<file path="config.mk">
export PLATFORM = sky130hd
export DESIGN_NAME = img_mem_arbiter
export DESIGN_NICKNAME = d
export VERILOG_FILES = /design/src/rtl/img_mem_arbiter.sv
export SDC_FILE = /design/constraint.sdc
export NUM_CORES = 1
export LEC_CHECK = 0
export CAP_MARGIN = 20
export CELL_PAD_IN_SITES_DETAIL_PLACEMENT = 1
export CELL_PAD_IN_SITES_GLOBAL_PLACEMENT = 1
export CORE_ASPECT_RATIO = 0.75
export CORE_MARGIN = 1
export CORE_UTILIZATION = 34
export CTS_CLUSTER_SIZE = 8
export DETAILED_ROUTE_END_ITERATION = 12
export PLACE_DENSITY = 0.9
export SLEW_MARGIN = 15
export SYNTH_ARGS = -nofsm -noshare
export SYNTH_HDL_FRONTEND = slang
export SYNTH_SLANG_ARGS = --single-unit
</file>
<file path="constraint.sdc">
create_clock -name clk -period 2.9 [get_ports clk]
set_input_delay 0.29 -clock clk [delete_from_list [all_inputs] [get_ports clk]]
set_output_delay 0.29 -clock clk [all_outputs]
set_load 0.01 [all_outputs]
</file>
<file path="src/rtl/img_mem_arbiter.sv">
// img_mem_arbiter
//   Shares one single-port image memory between the CPU datapath (read/write)
//   and the display readout engine (read-only). The display is the real-time
//   requester. Under contention the CPU is guaranteed a slot after at most
//   BURST_MAX consecutive display grants.
//
//   Optional build macro IMG_ARB_ROUND_ROBIN_EN: when defined, contention is
//   resolved by alternating with the previous owner, and the BURST_MAX limit
//   is not used.
//
// Ports
//   clk, rst           clock; asynchronous active-low reset
//   cpu_req/we/addr/wdata   CPU request channel (held stable until granted)
//   cpu_gnt            CPU access accepted this cycle
//   cpu_rdata/rvalid   CPU read return (rvalid is a one-cycle pulse)
//   dsp_req/addr       display read request channel
//   dsp_gnt            display access accepted this cycle
//   dsp_rdata/rvalid   display read return
//   mem_addr/we/wdata  image memory drive
//   mem_rdata          image memory read data, RD_LAT cycles after address
//   owner              debug: 00 idle, 01 CPU, 10 display (this cycle)
module img_mem_arbiter #(
    parameter int ADDR_W    = 32,
    parameter int DATA_W    = 8,
    parameter int BURST_MAX = 16,
    parameter int RD_LAT    = 1
) (
    input  logic              clk,
    input  logic              rst,
    input  logic              cpu_req,
    input  logic              cpu_we,
    input  logic [ADDR_W-1:0] cpu_addr,
    input  logic [DATA_W-1:0] cpu_wdata,
    output logic              cpu_gnt,
    output logic [DATA_W-1:0] cpu_rdata,
    output logic              cpu_rvalid,
    input  logic              dsp_req,
    input  logic [ADDR_W-1:0] dsp_addr,
    output logic              dsp_gnt,
    output logic [DATA_W-1:0] dsp_rdata,
    output logic              dsp_rvalid,
    output logic [ADDR_W-1:0] mem_addr,
    output logic              mem_we,
    output logic [DATA_W-1:0] mem_wdata,
    input  logic [DATA_W-1:0] mem_rdata,
    output logic [1:0]        owner
);

    localparam logic [1:0] TAG_NONE = 2'b00;
    localparam logic [1:0] TAG_CPU  = 2'b01;
    localparam logic [1:0] TAG_DSP  = 2'b10;

    logic [1:0]        tag_p [RD_LAT];
    logic [1:0]        new_tag;
    logic [ADDR_W-1:0] addr_hold;
    logic [DATA_W-1:0] wdata_hold;
    logic [DATA_W-1:0] cpu_rdata_hold;
    logic [DATA_W-1:0] dsp_rdata_hold;
    logic              cpu_wins;

`ifdef IMG_ARB_ROUND_ROBIN_EN
    // Under contention, whoever was not granted last wins.
    logic last_dsp;

    always_comb begin
        cpu_wins = last_dsp;
    end

    always_ff @(posedge clk or negedge rst) begin
        if (!rst) begin
            last_dsp <= 1'b1;
        end else if (cpu_gnt) begin
            last_dsp <= 1'b0;
        end else if (dsp_gnt) begin
            last_dsp <= 1'b1;
        end
    end
`else
    localparam logic [7:0] BURST_LIM = 8'(BURST_MAX);

    // Consecutive display grants taken while the CPU is waiting.
    logic [7:0] run_cnt;

    always_comb begin
        cpu_wins = (run_cnt >= BURST_LIM);
    end

    always_ff @(posedge clk or negedge rst) begin
        if (!rst) begin
            run_cnt <= '0;
        end else if (!cpu_req || cpu_gnt) begin
            run_cnt <= '0;
        end else if (dsp_gnt && (run_cnt < BURST_LIM)) begin
            run_cnt <= run_cnt + 8'd1;
        end
    end
`endif

    // Grant selection; gated by reset so nothing transfers while held in reset.
    always_comb begin
        cpu_gnt = 1'b0;
        dsp_gnt = 1'b0;
        if (rst) begin
            if (cpu_req && dsp_req) begin
                cpu_gnt = cpu_wins;
                dsp_gnt = !cpu_wins;
            end else begin
                cpu_gnt = cpu_req;
                dsp_gnt = dsp_req;
            end
        end
    end

    assign owner = {dsp_gnt, cpu_gnt};

    // Memory drive: granted requester, otherwise hold the last address/data.
    always_comb begin
        mem_addr  = addr_hold;
        mem_wdata = wdata_hold;
        mem_we    = 1'b0;
        if (cpu_gnt) begin
            mem_addr  = cpu_addr;
            mem_wdata = cpu_wdata;
            mem_we    = cpu_we;
        end else if (dsp_gnt) begin
            mem_addr  = dsp_addr;
        end
    end

    always_ff @(posedge clk or negedge rst) begin
        if (!rst) begin
            addr_hold  <= '0;
            wdata_hold <= '0;
        end else begin
            addr_hold  <= mem_addr;
            wdata_hold <= mem_wdata;
        end
    end

    // Read-tag pipeline: a granted read enters stage 0 at the grant edge and
    // reaches the last stage exactly in the cycle its data is on mem_rdata.
    always_comb begin
        new_tag = TAG_NONE;
        if (cpu_gnt && !cpu_we) begin
            new_tag = TAG_CPU;
        end else if (dsp_gnt) begin
            new_tag = TAG_DSP;
        end
    end

    always_ff @(posedge clk or negedge rst) begin
        if (!rst) begin
            for (int i = 0; i < RD_LAT; i++) begin
                tag_p[i] <= TAG_NONE;
            end
        end else begin
            tag_p[0] <= new_tag;
            for (int i = 1; i < RD_LAT; i++) begin
                tag_p[i] <= tag_p[i-1];
            end
        end
    end

    // Read return: data is passed straight through on the rvalid cycle and
    // captured so rdata holds until the next return for that requester.
    assign cpu_rvalid = (tag_p[RD_LAT-1] == TAG_CPU);
    assign dsp_rvalid = (tag_p[RD_LAT-1] == TAG_DSP);
    assign cpu_rdata  = cpu_rvalid ? mem_rdata : cpu_rdata_hold;
    assign dsp_rdata  = dsp_rvalid ? mem_rdata : dsp_rdata_hold;

    always_ff @(posedge clk or negedge rst) begin
        if (!rst) begin
            cpu_rdata_hold <= '0;
            dsp_rdata_hold <= '0;
        end else begin
            if (cpu_rvalid) begin
                cpu_rdata_hold <= mem_rdata;
            end
            if (dsp_rvalid) begin
                dsp_rdata_hold <= mem_rdata;
            end
        end
    end

endmodule

</file>
==> Word level (Yosys, flattened, before mapping) <==
Index checks and enable logic that the tools add are counted.
W data, S select, Z words.
{ "totals": {"regBits": 66, "word_cells": 33} }
{ "classes": {"addsub": 1, "order_cmp": 2, "eq_ne": 2, "muxes": 14, "n_reduce_logical": 8} }
{ "op_table": {"columns": ["cell", "count"], "rows": [
  ["$mux W32", 2],
  ["$mux W8", 5],
  ["$add A8 B1 Y8 const B", 1],
  ["$ge A8 B5 Y1 const B", 1],
  ["$lt A8 B5 Y1 const B", 1],
  ["$mux W1", 5],
  ["$mux W2", 2],
  ["$logic_and A1 B1 Y1", 3],
  ["$logic_not A1 Y1", 3],
  ["$eq A2 B1 Y1 const B", 1],
  ["$eq A2 B2 Y1 const B", 1],
  ["$reduce_bool A2 Y1", 1],
  ["$logic_or A1 B1 Y1", 1]
]} }

==> Logic depth before layout (Yosys ltp) <==
{ "depth": {"word_depth": 7, "ltp_mapped": 6} }

==> Least setup slack after synthesis <==
Ideal clock, no wire load.
{ "synth_timing": {"kind": "register -> output", "from": "register run_cnt[7]", "to": "output mem_wdata[0]", "arrival_ns": 1.745, "t_required_ns": 2.610, "slack_ns": 0.865, "stages_incl_launch_ff": 6, "n_path_buf": 1, "cell_sequence": "dfrtp_1 or4_1 buf_2 o21ai_2 inv_2 mux2_2"} }
{ "synth_between": {"elab_chain_cells": 4} }
{ "synth_lines": {"columns": ["item", "line", "text"], "rows": [
  ["from (decl)", "82", "logic [7:0] run_cnt;"],
  ["from (signal assigned)", "94", "run_cnt <= run_cnt + 8'd1;"],
  ["$ge A8 B5 Y1", "85", "cpu_wins = (run_cnt >= BURST_LIM);"],
  ["$mux W1", "104", "if (cpu_req && dsp_req) begin"],
  ["$mux W1", "103", "if (rst) begin"],
  ["net cpu_gnt", "34", "output logic cpu_gnt,"],
  ["$mux W8", "121", "if (cpu_gnt) begin"],
  ["to (decl)", "44", "output logic [DATA_W-1:0] mem_wdata,"]
]} }
The timed path passes the listed nets, and every way through them passes these cells.

==> Worst setup path after layout <==
{ "layout_timing": {"from": "register run_cnt[7]", "to": "output mem_wdata[1]"} }
{ "layout_between": {"elab_chain_cells": 4} }
{ "layout_lines": {"columns": ["item", "line"], "rows": [
  ["$ge A8 B5 Y1", "85"],
  ["$mux W1", "104"],
  ["$mux W1", "103"],
  ["$mux W8", "121"]
]} }
No other way between the ends.

==> impl_metrics.tcl <==
set metrics [dict create \
    run_status "finished with violations" \
    failed_checks "design-rule violations" \
    arrival_ns 2.55 \
    clock_latency_ns 0.33 \
    io_buffers 147 \
    crit_required_ns 2.61 \
    period_share_pct 97.93 \
    seqPwrFrac_pct 35.0 \
    cts_tree "built" \
    fp.dieH_um 88.52 \
    num_antenna_cells 0 \
    htree_levels 3 \
    vias 3319 \
    crit_buf_inv 2 \
    drive_gt1_share_pct 20.00 \
    avgRoutedWirePerCell_um 19.37 \
    layout_common_cells "clkdlybuf4s50_1 (146), dfrtp_1 (66), inv_1 (37)" \
    overflow 0 \
    drc 2 \
    power_switching_uw 861.7 \
    syn-num-nets 418 \
    drt-initial-drc-count 155 \
    drt_pass1_iterations 10 \
    finalNetCount 567 \
    avgViaCountPerCell 5.379 \
    synth_area_mm2 0.003393 \
    cts.sinks 66 \
    ant_nets 0 \
    final-hold-violation-count 0 \
    wl_um 11950 \
    cp_slowest_cell "or4_4" \
    setup_viol 0 \
    tns_ns 0 \
    endpoint_kind "output pin" \
    synth_area_leader_cell "dfrtp_1" \
    ioPinCount 148 \
    power_mw 3.190 \
    cp_max_fo 11 \
    cts_root_buf "clkbuf_16" \
    tightest_slew_ns 0.4901 \
    synth-seq-cells 66 \
    cpPeakStageDelay_ns 0.59 \
    slew_violations 0 \
    die-area_mm2 0.01039 \
    grt.total_usage_pct 23.55 \
    fin_area_mm2 0.005413 \
    criticalPathCategory "flop to output pin" \
    cts.clk_slew.worst_paths_ns 0.06 \
    placed_area_mm2 0.005065 \
    clkPwrFrac_pct 36.7 \
    critPathTopFamily "buffers and inverters" \
    grt_first_pass_wirelength_um 18970 \
    synth_warnings 0 \
    synth_top_area_share_pct 48.67 \
    internal-power_mw 2.329 \
    area_growth_pct 59.51 \
    maxCapViolCount 0 \
    yosysSeqAreaShare_pct 48.67 \
    hp-class "primary input to async pin" \
    synth_cell_type_count 34 \
    gp_congestion 0.7732 \
    r2r-start "run_cnt[7]" \
    start_util_pct 35.13 \
    cts_buffer_depth 2 \
    relSlewSlack_pct 67.33 \
    synth_area_leaders "dfrtp_1 (49%), o221a_2 (11%), a311oi_1 (8.3%), mux2_2 (8.0%), nor3_1 (5.0%)" \
    fin_crit_ns 2.840 \
    combPwrFrac_pct 28.4 \
    rows 31 \
    die_w_um 117.4 \
    cp-startpoint "run_cnt[7]" \
    mostFrequentLayoutCell "clkdlybuf4s50_1" \
    crit_chain "or4_4 > o21ai_4 > inv_2 > mux2_2 > clkdlybuf4s50_1" \
    switching_share_pct 27.01 \
    fmax_ghz 0.3521 \
    rsz0062_at_grt "no" \
    core-area_mm2 0.009658 \
    hpwl_um 8609 \
    peakVddDrop_mv 0.2960 \
    syn_inst 331 \
    cts_buffers 9 \
    grt_pass1_vias 3589 \
    p_leak_nw 2.263 \
    start_kind "flop" \
    syn_area_per_cell_um2 10.25 \
    post_cts_buffers 0 \
    grt_start_max_net_pins 36 \
    p_per_area_mw_per_mm2 589.4 \
    fin_skew_ns 0.004565 \
    antenna_found_initial 0 \
]
## cells in the mapped netlist, drive strengths merged
cell type and instances:
nand4 1, nor3 34, ha 2, a31oi 2, a21o 1, dfrtp 66
nor2b 1, and4 1, mux2 24, nor4bb 1, and3 2, nand2b 2
nor2 34, o31ai 1, inv 39, clkbuf 22, or3 1, o221a 32
o21ai 3, o211a 1, and2 3, a32oi 1, a311oi 32, nand3 3
nor4 1, a211oi 2, a21oi 4, or4 2, nand2 5, buf 8
## what timing repair did
| action | CTS | global route |
|---|---|---|
| hold buffers | 1 | 0 |
| endpoints found under the hold margin | 5 | 0 |
| endpoints found under the setup margin | 23 | 40 |
| resized for setup | 3 | 1 |
## cells by family (layout without fill, tap and decap cells)
| kind of cell | count (synthesis) | in the layout | synth area share [%] |
|---|---|---|---|
| and+or+nand+nor | 91 | 91 | 12.80 |
| muxes | 24 | 24 | 7.965 |
| buffers and inverters | 69 | 223 | 8.001 |
| AOI/OAI and AO/OA | 79 | 79 | 21.83 |
| DFF | 66 | 66 | 48.67 |
| adders and majority gates | 2 | 2 | 0.7373 |
## path summary, 6_finish.rpt
path                       slack [ns]  cells past startpoint           endpoint
min reg2reg                      0.50                      1      wdata_hold[0]
min in group clk                 0.34                      3           tag_p[1]
min                              0.02                      2      addr_hold[23]
max                              0.06                      5       mem_wdata[1]
max reg2reg                      0.89                      4         run_cnt[3]
max in group asynchronous        2.23                      2  cpu_rdata_hold[2]
## stage by stage
stage          setup WS, ns  hold WS [ns]  std cells  utilization [%]
2_1_floorplan        0.8654     -0.005591        331                -
3_3_place_gp         0.2991        0.1345        600            52.44
3_5_place_dp         0.2357        0.1390        600            52.44
4_1_cts            0.001255       0.02510        617            56.00
5_1_grt           0.0001679       0.03704        617            56.04
6_report            0.05996       0.02408        617            56.04
## sequential cells by signal (all words and copies together) (netlist names)
| name | count |
|---|---|
| tag_p | 2 |
| dsp_rdata_hold | 8 |
| addr_hold | 32 |
| wdata_hold | 8 |
| run_cnt | 8 |
| cpu_rdata_hold | 8 |
## routing by layer
| metal | track usage (%) | wire [um] | up-vias |
|---|---|---|---|
| li1 | - | - | 1532 |
| met1 | 27.28 | 5057 | 1666 |
| met2 | 44.32 | 6235 | 104 |
| met3 | 4.446 | 452 | 17 |
| met4 | 8.264 | 204 | 0 |
| met5 | 0 | 0 | - |
## power groups by stage
stage | clock, mW | combinational, mW | sequential, mW
after CTS | 1.19 | 0.912 | 1.12
final | 1.17 | 0.905 | 1.12
after floorplan | 0 | 0.395 | 1.11
after detailed placement | 0 | 0.896 | 1.13
after global routing | 1.23 | 0.964 | 1.13
after global placement | 0 | 0.865 | 1.12
## worst reg2reg max path, delay by kind of cell, from the launching register on
kind / cells / cell delay, ns
buffers and inverters: 1 / 0.19
and+or+nand+nor: 2 / 1.08
AOI/OAI and AO/OA: 1 / 0.23
DFF: 1 / 0.42
## layout make-up
class	instances	area [um2]
clock buffer	9	225.2
clock inverter	7	93.84
fill	1028	4245
inverter	39	146.4
multi-input combinational	196	1481
sequential	66	1652
tap	132	165.2
timing repair buffer	168	1649
Power figures use the tool's default switching activity.
